## config.mk

```make
export PLATFORM = sky130hd
export DESIGN_NAME = seg7_readback_decoder
export DESIGN_NICKNAME = d
export VERILOG_FILES = /design/src/rtl/seg7_pkg.sv /design/src/rtl/seg7_lookup.sv /design/src/rtl/seg7_readback_decoder.sv
export SDC_FILE = /design/constraint.sdc
export NUM_CORES = 1
export LEC_CHECK = 0
export ABC_AREA = 1
export BUFFER_PORTS_ARGS = -buffer_cell sky130_fd_sc_hd__buf_2
export CORE_UTILIZATION = 35
export CTS_CLUSTER_SIZE = 12
export DETAILED_ROUTE_END_ITERATION = 7
export SLEW_MARGIN = 20
export SYNTH_ARGS = -nofsm -noshare
export SYNTH_HDL_FRONTEND = slang
export SYNTH_SLANG_ARGS = --single-unit
```

## constraint.sdc

```tcl
create_clock -name clk -period 1.7 [get_ports clk]
set_clock_uncertainty 0.05 [all_clocks]
set_input_delay 0.17 -clock clk [delete_from_list [all_inputs] [get_ports clk]]
set_output_delay 0.17 -clock clk [all_outputs]
set_load 0.02 [all_outputs]
```

## src/rtl/seg7_pkg.sv

```systemverilog
`default_nettype none
// ============================================================================
// Module   : seg7_pkg
// Brief    : Lit-high 7-segment glyphs {g,f,e,d,c,b,a} and readback FSM states.
// Revision : 1.0
// ============================================================================
package seg7_pkg;

    localparam logic [6:0] SEG_0     = 7'h3F;
    localparam logic [6:0] SEG_1     = 7'h06;
    localparam logic [6:0] SEG_2     = 7'h5B;
    localparam logic [6:0] SEG_3     = 7'h4F;
    localparam logic [6:0] SEG_4     = 7'h66;
    localparam logic [6:0] SEG_5     = 7'h6D;
    localparam logic [6:0] SEG_6     = 7'h7D;
    localparam logic [6:0] SEG_7     = 7'h07;
    localparam logic [6:0] SEG_8     = 7'h7F;
    localparam logic [6:0] SEG_9     = 7'h6F;
    localparam logic [6:0] SEG_A     = 7'h77;
    localparam logic [6:0] SEG_B     = 7'h7C;
    localparam logic [6:0] SEG_C     = 7'h39;
    localparam logic [6:0] SEG_D     = 7'h5E;
    localparam logic [6:0] SEG_E     = 7'h79;
    localparam logic [6:0] SEG_F     = 7'h71;
    localparam logic [6:0] SEG_BLANK = 7'h00;

    typedef enum logic [1:0] {
        S_WAIT = 2'd0,
        S_EMIT = 2'd1,
        S_LOCK = 2'd2
    } state_t;

endpackage
`default_nettype wire

```

## src/rtl/seg7_lookup.sv

```systemverilog
`default_nettype none
// ============================================================================
// Module   : seg7_lookup
// Brief    : Combinational lit-high glyph to hex nibble decoder with blank flag.
// Revision : 1.0
// ============================================================================
module seg7_lookup
    import seg7_pkg::*;
(
    input  logic [6:0] i_lit,
    output logic       o_hit,
    output logic [3:0] o_nibble,
    output logic       o_blank
);

    always_comb begin
        o_hit    = 1'b1;
        o_nibble = 4'h0;
        o_blank  = 1'b0;
        case (i_lit)
            SEG_0:     o_nibble = 4'h0;
            SEG_1:     o_nibble = 4'h1;
            SEG_2:     o_nibble = 4'h2;
            SEG_3:     o_nibble = 4'h3;
            SEG_4:     o_nibble = 4'h4;
            SEG_5:     o_nibble = 4'h5;
            SEG_6:     o_nibble = 4'h6;
            SEG_7:     o_nibble = 4'h7;
            SEG_8:     o_nibble = 4'h8;
            SEG_9:     o_nibble = 4'h9;
            SEG_A:     o_nibble = 4'hA;
            SEG_B:     o_nibble = 4'hB;
            SEG_C:     o_nibble = 4'hC;
            SEG_D:     o_nibble = 4'hD;
            SEG_E:     o_nibble = 4'hE;
            SEG_F:     o_nibble = 4'hF;
            SEG_BLANK: begin
                o_hit   = 1'b0;
                o_blank = 1'b1;
            end
            default:   o_hit = 1'b0;
        endcase
    end

endmodule
`default_nettype wire

```

## src/rtl/seg7_readback_decoder.sv

```systemverilog
`default_nettype none
// ============================================================================
// Module   : seg7_readback_decoder
// Brief    : Debounces a 7-segment bus and returns the shown hex digit over valid/ready.
// Revision : 1.0
// ============================================================================
module seg7_readback_decoder
    import seg7_pkg::*;
#(
    parameter int STABLE_CYCLES = 4,
    parameter bit ACTIVE_LOW    = 1'b1
) (
    input  logic       clk,
    input  logic       rst,
    input  logic [6:0] seg_i,
    output logic       out_valid,
    input  logic       out_ready,
    output logic [3:0] out_nibble,
    output logic       out_err,
    output logic       blank,
    output logic       overrun
);

    localparam int            CW        = $clog2(STABLE_CYCLES + 1);
    localparam logic [CW-1:0] C_CNT_MAX = CW'(STABLE_CYCLES);
    localparam logic [CW-1:0] C_CNT_ACC = CW'(STABLE_CYCLES - 1);
    localparam logic [6:0]    C_SEG_RST = ACTIVE_LOW ? ~SEG_BLANK : SEG_BLANK;

    logic [6:0]    r_seg_q;
    logic [6:0]    r_seg_acc;
    logic [CW-1:0] r_count;
    state_t        r_state;
    logic          r_valid;
    logic [3:0]    r_nibble;
    logic          r_err;
    logic          r_blank;
    logic          r_overrun;

    logic [6:0]    w_lit;
    logic [CW-1:0] w_count_nxt;
    logic          w_stable;
    logic          w_new_stable;
    logic          w_hs;
    logic          w_lk_hit;
    logic [3:0]    w_lk_nibble;
    logic          w_lk_blank;
    logic          w_accept;
    state_t        w_state_nxt;
    logic          w_valid_nxt;
    logic [3:0]    w_nibble_nxt;
    logic          w_err_nxt;
    logic          w_blank_nxt;
    logic          w_overrun_nxt;
    logic [6:0]    w_acc_nxt;

    assign w_lit = ACTIVE_LOW ? ~r_seg_q : r_seg_q;

    seg7_lookup u_lookup (
        .i_lit    (w_lit),
        .o_hit    (w_lk_hit),
        .o_nibble (w_lk_nibble),
        .o_blank  (w_lk_blank)
    );

    // r_count is (samples of the current seg_q value) - 1, saturating, so the
    // pattern is stable once it has been seen STABLE_CYCLES times in a row.
    always_comb begin
        w_count_nxt = r_count;
        if (seg_i != r_seg_q) begin
            w_count_nxt = '0;
        end else if (r_count != C_CNT_MAX) begin
            w_count_nxt = r_count + CW'(1);
        end
    end

    assign w_stable     = (r_count >= C_CNT_ACC);
    assign w_new_stable = (r_count == C_CNT_ACC);
    assign w_hs         = r_valid && out_ready;

    // LOCK accepts directly when the bus has moved off the locked pattern, so a
    // change seen while locked costs no extra cycle of latency.
    assign w_accept = w_stable &&
                      ((r_state == S_WAIT) ||
                       ((r_state == S_LOCK) && (r_seg_q != r_seg_acc)));

    always_comb begin
        w_state_nxt   = r_state;
        w_valid_nxt   = r_valid;
        w_nibble_nxt  = r_nibble;
        w_err_nxt     = r_err;
        w_blank_nxt   = r_blank;
        w_overrun_nxt = 1'b0;
        w_acc_nxt     = r_seg_acc;
        if (w_accept) begin
            w_acc_nxt = r_seg_q;
            if (w_lk_blank) begin
                w_blank_nxt = 1'b1;
                w_state_nxt = S_LOCK;
            end else begin
                w_blank_nxt  = 1'b0;
                w_valid_nxt  = 1'b1;
                w_nibble_nxt = w_lk_hit ? w_lk_nibble : 4'h0;
                w_err_nxt    = !w_lk_hit;
                w_state_nxt  = S_EMIT;
            end
        end else begin
            case (r_state)
                S_EMIT: begin
                    if (w_hs) begin
                        w_valid_nxt = 1'b0;
                        w_state_nxt = (r_seg_q == r_seg_acc) ? S_LOCK : S_WAIT;
                    end else if (w_new_stable && (r_seg_q != r_seg_acc)) begin
                        w_overrun_nxt = 1'b1;
                    end
                end
                S_LOCK: begin
                    if (r_seg_q != r_seg_acc) begin
                        w_state_nxt = S_WAIT;
                    end
                end
                default: w_state_nxt = r_state;
            endcase
        end
    end

    always_ff @(posedge clk) begin
        if (rst) begin
            r_seg_q   <= C_SEG_RST;
            r_seg_acc <= C_SEG_RST;
            r_count   <= '0;
            r_state   <= S_WAIT;
            r_valid   <= 1'b0;
            r_nibble  <= 4'h0;
            r_err     <= 1'b0;
            r_blank   <= 1'b1;
            r_overrun <= 1'b0;
        end else begin
            r_seg_q   <= seg_i;
            r_seg_acc <= w_acc_nxt;
            r_count   <= w_count_nxt;
            r_state   <= w_state_nxt;
            r_valid   <= w_valid_nxt;
            r_nibble  <= w_nibble_nxt;
            r_err     <= w_err_nxt;
            r_blank   <= w_blank_nxt;
            r_overrun <= w_overrun_nxt;
        end
    end

    assign out_valid  = r_valid;
    assign out_nibble = r_nibble;
    assign out_err    = r_err;
    assign blank      = r_blank;
    assign overrun    = r_overrun;

endmodule
`default_nettype wire

```

==> run metrics, run 1 <==
FP Rows=24; Top delay family on crit path=simple AND/OR/NAND/NOR gates; Critical path buffers and inverters=1; asr flop ratio synth=0; Worst VDD drop=0.320 mV; unrepaired setup endpoints after global routing=false; Max Cap Viol=0; Seq/Total Area, Yosys=0.339; Psw=0.307 mW; average size of a mapped cell=6.74 µm²; Die W=69.5 µm; final hold vios=0; Root Buffer=clkbuf_8; ANT cells=0; DP Worst Slack=0.141 ns; flop2flop setup slack=0.16 ns; final worst path period share=0.903; worst-path cell chain=ha_1 -> ha_1 -> inv_1 -> a21oi_4 -> nor2_1 -> nand2_1 -> nand3_1 -> nand2_1 -> nand2_1 -> nor2_1; number of synthesized register bits=27; leakage=0.932 nW; Routed WL=3.35 mm; Crit-path slowest cell=dfxtp_1; P per Cell Area=652 nW/µm²; Sum Neg Setup Slack=0 ns; synthesized area=1600 µm²; Slew Viols, Final=0; dominant cell type by area after synthesis=dfxtp_1; Worst Path Required=1.83 ns; Slew @ Worst Pin=0.344 ns; largest net degree at the start of global routing=16; Final WS setup=0.164 ns; CP dominant cell by count=nand2_1; DIE AREA=4840 µm²; total internal power=0.860 mW; status=completed; slowest stage delay, CP=0.34 ns; Gate power share=0.118; CP Class=flop to flop; Pre-antenna DRT Iters=4; worst hold slack=0.0394 ns; CTS tree=done; Worst Path Arrival=1.67 ns; height of the chip=69.5 µm; CP endpoint kind=flop; Worst slew margin=0.769; Starting Density=0.364; final critical path time including I/O delays and setup=1.54 ns; CTS Buffer Depth=2; Final setup viols=0; Vias=1475; post-synth cell types=32; Sw Ratio=0.263; achievable clock frequency=0.651 GHz; CTS clk-pin slew, worst paths=0.10 ns; # DRC=0; first-pass GRT wire length=5.98 mm; final net count=272; Cells after Synth=237; Area Growth Syn to Fin=12.0%; clock insertion delay at the later pin of the skew report=0.27 ns; CTS Buf Count=3; post-detail-place hpwl=2.64 mm; gpl congestion=0.872; fraction of layout cells with a size suffix above 1=0.174; GRT Util Overall=0.152; post-CTS setup buffer count=0; Sequential Power Share=0.567; Hold WC Path Type=input port to flop; post-route ant nets=0; Ports=18; total grt overflow=0; mean routed wirelength per cell=10.8 µm; Port Buffer Count=17; DRT iter0 DRCs=52; most frequent cell after synthesis=nand2_1; main flop type after synthesis=dfxtp_1; number of synthesized flops with an enable pin=0; initial antenna violation count=0; Via density=4.76; clock tree sinks=27; Clk pwr share=0.315; Yosys top cell area share=0.339; crit-path max FO=4; htree depth=1; synth cell count leaders=nand2_1 (85), nor2_1 (33), dfxtp_1 (27); Core Area=4380 µm²; vias in the first global route=1376; type of origin of the critical path=flop; Mapped Nets=250; Yosys Warn Count=0; Synth area leaders=dfxtp_1 (34%), nand2_1 (20%), nor2_1 (7.8%)
[final cells by class]
| cell class | count | area, µm² |
|---|---|---|
| sequential | 27 | 542 |
| inverter | 20 | 75.1 |
| fill | 470 | 2600 |
| multi-input combinational | 186 | 945 |
| clock buffer | 3 | 41.3 |
| timing repair buffer | 21 | 115 |
| tap | 52 | 65.1 |
| clock inverter | 1 | 5.00 |
[power by group through the flow]
stage               sequential [mW]  combinational, mW  clock [mW]
finish                        0.662              0.137       0.368
global route                  0.663              0.154       0.408
CTS                           0.662              0.138       0.379
detailed placement            0.676              0.138           0
global placement              0.676              0.137           0
floorplan                     0.671              0.101           0
[metrics by stage]
stage / util / cells / power, mW / instance area (µm²)
floorplan: - / 237 / 0.772 / 1600
global placement: 0.396 / 306 / 0.813 / 1740
detailed placement: 0.396 / 306 / 0.814 / 1740
CTS: 0.407 / 310 / 1.18 / 1780
global route: 0.408 / 310 / 1.23 / 1790
finish: 0.408 / 310 / 1.17 / 1790
[cells by family (layout without fill, tap and decap cells)]
kind of cell	count (synthesis)	after routing	share of synthesized area
AND/OR/NAND/NOR	151	151	0.425
flip-flops	27	27	0.339
AO/OA/AOI/OAI	24	24	0.0980
buffers and inverters	24	45	0.0713
XOR/XNOR	8	8	0.0439
adder cells (fa/ha/maj)	3	3	0.0235
[cell usage in the layout (no fill, tap or decap), drive strengths merged]
master / count
and2: 1
inv: 20
o21ai: 4
xor2: 3
o211ai: 7
a21oi: 10
nand2: 87
nor3: 3
buf: 21
a211oi: 1
ha: 3
or2: 6
clkinv: 1
o221ai: 1
xnor2: 5
nand4: 5
o22ai: 1
nand3: 11
nor4: 2
clkbuf: 3
dfxtp: 27
nor2: 36
[tightest hold or removal path, delay by kind of cell]
kind          cells  cell delay (ns)
buf+inv           2             0.12
simple gates      1             0.05
[path summary, 6_finish.rpt]
| path | start | end | cells after the start |
|---|---|---|---|
| worst max-delay path | r_count[0] | r_state[1] | 10 |
| worst max register to register | r_count[0] | r_state[1] | 10 |
| worst min-delay path | seg_i[1] | r_seg_q[1] | 3 |
| worst min register to register | blank | blank | 2 |
[routing by layer]
layer,track usage,vias up,share of wire
met1,0.196,643,0.51
met3,0.0334,4,0.035
li1,-,800,-
met5,0,-,0
met2,0.251,28,0.45
met4,0.0522,0,0.0072
[state kept, by name, summed over array words and instances (netlist names)]
signal,cells
overrun,1
out_valid,1
blank,1
r_seg_q,7
r_count,3
out_err,1
out_nibble,4
r_seg_acc,7
r_state,2
[repair_timing]
item	in CTS	in global routing
resized for setup	0	2
endpoints found under the hold margin	0	0
endpoints found under the setup margin	0	4
hold buffers	0	0
No activity file was read; power rests on OpenSTA's default activity.
==> run 2: changes to the inputs <==
--- a/config.mk
+++ b/config.mk
@@ -10,6 +10,7 @@
 export CORE_UTILIZATION = 35
 export CTS_CLUSTER_SIZE = 12
 export DETAILED_ROUTE_END_ITERATION = 7
+export GPL_TIMING_DRIVEN = 0
 export SLEW_MARGIN = 20
 export SYNTH_ARGS = -nofsm -noshare
 export SYNTH_HDL_FRONTEND = slang
==> run metrics, run 2 (synthesis results as in run 1) <==
status=completed; hold buffer count at cts=0; CTS Buffer Depth=2; total grt overflow=0; global routing's busiest layer=met2; Ports=18; first-pass GRT wire length=6.01 mm; Port Buffer Count=17; vias in the first global route=1316; commonest non-fill, non-tap cells in the layout=nand2_1 (85), nor2_1 (32), dfxtp_1 (24), inv_1 (19), buf_2 (17); Worst Path Required=1.81 ns; ANT cells=0; Root Buffer=clkbuf_8; flop2flop setup slack=0.15 ns; initial antenna violation count=0; GRT met1 Usage=0.213; final critical path time including I/O delays and setup=1.55 ns; GRT Util Overall=0.154; storage element area=544 µm²; Routed WL=3.47 mm; DIE AREA=4840 µm²; FILL cells=466; Starting Density=0.364; Vias=1485; Worst VDD drop=0.371 mV; Die W=69.5 µm; leakage=0.945 nW; Placed Area=1750 µm²; Final WS setup=0.151 ns; achievable clock frequency=0.646 GHz; CP endpoint kind=flop; mean routed wirelength per cell=11.1 µm; gpl congestion=0.898; type of origin of the critical path=flop; M2 GR Usage=0.249; final worst path period share=0.911; Worst slew margin=0.636; Slew @ Worst Pin=0.546 ns; htree depth=1; clock tree sinks=27; crit-path max FO=6; Finished Cell Area=1830 µm²; height of the chip=69.5 µm; Final setup viols=0; Hold WC Path Type=input port to flop; Cell Count, Final, Fillers Out=312; fraction of layout cells with a size suffix above 1=0.181; CTS Buf Count=3; placed insts=306; Via density=4.76; clock insertion delay at the later pin of the skew report=0.28 ns; met3 Resource Use GR=0.0320; # DRC=0; P per Cell Area=644 nW/µm²; CTS clk-pin slew, worst paths=0.10 ns; final net count=274; post-route ant nets=0; DRT iter0 DRCs=57; largest net degree at the start of global routing=16; FP Rows=24; DP Worst Slack=0.0323 ns; post-detail-place hpwl=2.69 mm; worst hold slack=0.0441 ns; CP Class=flop to flop; most common cell after layout, fill and taps aside=nand2_1; Area Growth Syn to Fin=14.4%; Worst Path Arrival=1.66 ns; Slew Viols, Final=0; CTS tree=done; Pre-antenna DRT Iters=4; final hold vios=0; multi-input combinational cell area=945 µm²; Core Area=4380 µm²; Max Cap Viol=0
[run 2: critical path, cell delays in order, from the launching register on]
cell	delay (ns)
dfxtp_1	0.47
inv_1	0.18
nand2_2	0.14
nor2_1	0.05
nand2_1	0.09
nand2_1	0.06
nor2_1	0.15
nand2_1	0.08
nand4_1	0.08
a21oi_1	0.06
[run 2: per-layer routing]
layer / part of all wire / up-vias
li1: - / 807
met1: 0.53 / 652
met2: 0.44 / 24
met3: 0.031 / 2
met4: 0.0043 / 0
met5: 0 / -
[run 2: layout make-up]
cell class                      instances  area share
Clock buffer                            3      0.0226
Multi-Input combinational cell        186       0.517
Inverter                               20      0.0411
Buffer                                  4      0.0212
Tap cell                               52      0.0356
Clock inverter                          1     0.00274
Sequential cell                        27       0.298
Timing Repair Buffer                   19      0.0616
[run 2: where the power goes]
group | internal [mW] | leakage (nW) | switching [mW]
clock | 0.165 | 0.0255 | 0.214
sequential | 0.645 | 0.221 | 0.0166
combinational | 0.0498 | 0.698 | 0.0867
[run 2: stage by stage]
step / TNS (ns) / util / power, mW
3_5_place_dp: 0 / 0.398 / 0.812
3_3_place_gp: 0 / 0.398 / 0.811
2_1_floorplan: 0 / - / 0.772
6_report: 0 / 0.417 / 1.18
4_1_cts: 0 / 0.409 / 1.18
5_1_grt: -0.00165 / 0.417 / 1.23
[run 2: what timing repair did]
action,4_1_cts,5_1_grt
gates resized for setup,0,4
buffers inserted,0,2
setup endpoints to repair,0,15
[run 2: worst paths after layout]
check,startpoint,to,cells past startpoint
worst max-delay path,r_seg_q[3],out_nibble[3],9
worst max register to register,r_seg_q[3],out_nibble[3],9
worst min register to register,out_valid,out_valid,2
worst min-delay path,seg_i[1],r_seg_q[1],3
==> run 3: changes to the inputs <==
==> constraint.sdc (replaced) <==
create_clock -name clk -period 1.4 [get_ports clk]
set_clock_uncertainty 0.05 [all_clocks]
set_input_delay 0.14 -clock clk [delete_from_list [all_inputs] [get_ports clk]]
set_output_delay 0.14 -clock clk [all_outputs]
set_load 0.02 [all_outputs]
==> run metrics, run 3 (synthesis results as in run 1) <==
storage element area=566 µm²; vias in the first global route=1468; Area Growth Syn to Fin=29.7%; post-detail-place hpwl=2.79 mm; CP Class=flop to flop; Slew @ Worst Pin=0.560 ns; Sequential Power Share=0.548; DIE AREA=4840 µm²; Starting Density=0.364; Max Cap Viol=0; worst-path cell chain=ha_4 -> ha_4 -> inv_2 -> a21oi_4 -> buf_12 -> nand3_4 -> nand2_1 -> nand2_1 -> nor2_1; CTS clk-pin slew, worst paths=0.10 ns; Sum Neg Setup Slack=-0.570 ns; total grt overflow=0; Worst slew margin=0.627; Via density=4.78; first-pass GRT wire length=6.29 mm; leakage=1.01 nW; Port Buffer Count=17; htree depth=1; initial antenna violation count=0; unrepaired setup endpoints after global routing=true; type of origin of the critical path=flop; commonest non-fill, non-tap cells in the layout=nand2_1 (78), nor2_1 (29), dfxtp_1 (17), buf_2 (17), inv_1 (12); Pre-antenna DRT Iters=4; Critical path buffers and inverters=2; Final WS setup=-0.0789 ns; gpl congestion=0.849; Top delay family on crit path=flip-flops; DRT iter0 DRCs=37; slowest stage delay, CP=0.37 ns; Vias=1550; Die W=69.5 µm; CTS Buf Count=3; Clk pwr share=0.311; Hold WC Path Type=input port to flop; mean routed wirelength per cell=11.5 µm; ANT cells=0; failing checks=setup timing; post-route ant nets=0; Worst Path Required=1.57 ns; Crit-path slowest cell=dfxtp_2; Routed WL=3.74 mm; FP Rows=24; Psw=0.402 mW; height of the chip=69.5 µm; most common cell after layout, fill and taps aside=nand2_1; crit-path max FO=8; final core utilization=0.472; final critical path time including I/O delays and setup=1.48 ns; largest net degree at the start of global routing=16; status=finished, violations left; CP endpoint kind=flop; Worst VDD drop=0.485 mV; P per Cell Area=706 nW/µm²; clock insertion delay at the later pin of the skew report=0.28 ns; Final setup viols=15; Ports=18; Sw Ratio=0.275; CTS tree=done; multi-input combinational cell area=1060 µm²; clock tree sinks=27; CTS Buffer Depth=2; Gate power share=0.141; fraction of layout cells with a size suffix above 1=0.346; Worst Path Arrival=1.65 ns; Slew Viols, Final=0; final net count=286; Root Buffer=clkbuf_8; Core Area=4380 µm²; final worst path period share=1.06; final hold vios=0; achievable clock frequency=0.676 GHz; # DRC=0; total internal power=1.06 mW; GRT Util Overall=0.161; FILL cells=464
-- run 3: changes by cell type in the layout (fill, tap and decap cells not counted), moves of 3 or more --
cell / previous run / this run
nand2_1: 85 / 78
inv_1: 19 / 12
dfxtp_4: 0 / 5
nor2_1: 32 / 29
nand2_2: 1 / 8
buf_4: 1 / 11
dfxtp_1: 24 / 17
inv_2: 1 / 6
-- run 3: cell type report --
class,instances,share of cell area
tap,52,0.0314
inverter,20,0.0405
multi-input combinational,186,0.512
clock inverter,1,0.00242
clock buffer,3,0.0199
buffer,4,0.0187
timing repair buffer,31,0.102
sequential,27,0.273
-- run 3: through the flow --
stage | cells | setup slack (ns) | hold slack [ns] | total power, mW | instance area (µm²)
after floorplan | 237 | -0.0127 | 0.194 | 0.939 | 1630
after global placement | 306 | -0.177 | 0.290 | 0.987 | 1780
after detailed placement | 306 | -0.184 | 0.292 | 0.989 | 1780
after CTS | 319 | -0.0966 | 0.00294 | 1.45 | 1940
after global routing | 324 | -0.184 | 0.0211 | 1.53 | 2070
final | 324 | -0.0789 | 0.00707 | 1.46 | 2070
-- run 3: final timing paths --
check	to	slack, ns	startpoint	depth (start not counted)
hold reg to reg	out_nibble[1]	0.41	out_nibble[1]	2
setup reg to reg	out_err	-0.08	r_count[0]	9
setup / recovery	out_err	-0.08	r_count[0]	9
hold / removal	r_seg_q[1]	0.007	seg_i[1]	3
-- run 3: worst register-to-register path, cell delays in order (launching register included) --
cell	delay, ns
dfxtp_2	0.37
ha_4	0.14
ha_4	0.12
inv_2	0.04
a21oi_4	0.20
buf_12	0.15
nand3_4	0.10
nand2_1	0.08
nand2_1	0.04
nor2_1	0.12
-- run 3: repair_timing --
item | in CTS | in global routing
setup buffers | 9 | 5
pin swaps | 7 | 14
setup endpoints to repair | 17 | 19
gates resized for setup | 15 | 30
hold buffers | 0 | 0
-- run 3: layer usage --
metal / GRT usage / part of all wire / wire (µm) / vias up
met3: 0.0305 / 0.032 / 121 / 6
met4: 0.0431 / 0.012 / 44 / 0
met2: 0.273 / 0.47 / 1760 / 28
met5: 0 / 0 / 0 / -
li1: - / - / - / 829
met1: 0.208 / 0.48 / 1810 / 687
-- run 3: power by group through the flow --
stage               clock network [mW]  registers (mW)  logic [mW]
global route                     0.500           0.805       0.227
global placement                     0           0.820       0.167
floorplan                            0           0.815       0.123
CTS                              0.473           0.803       0.177
detailed placement                   0           0.820       0.169
finish                           0.455           0.802       0.206
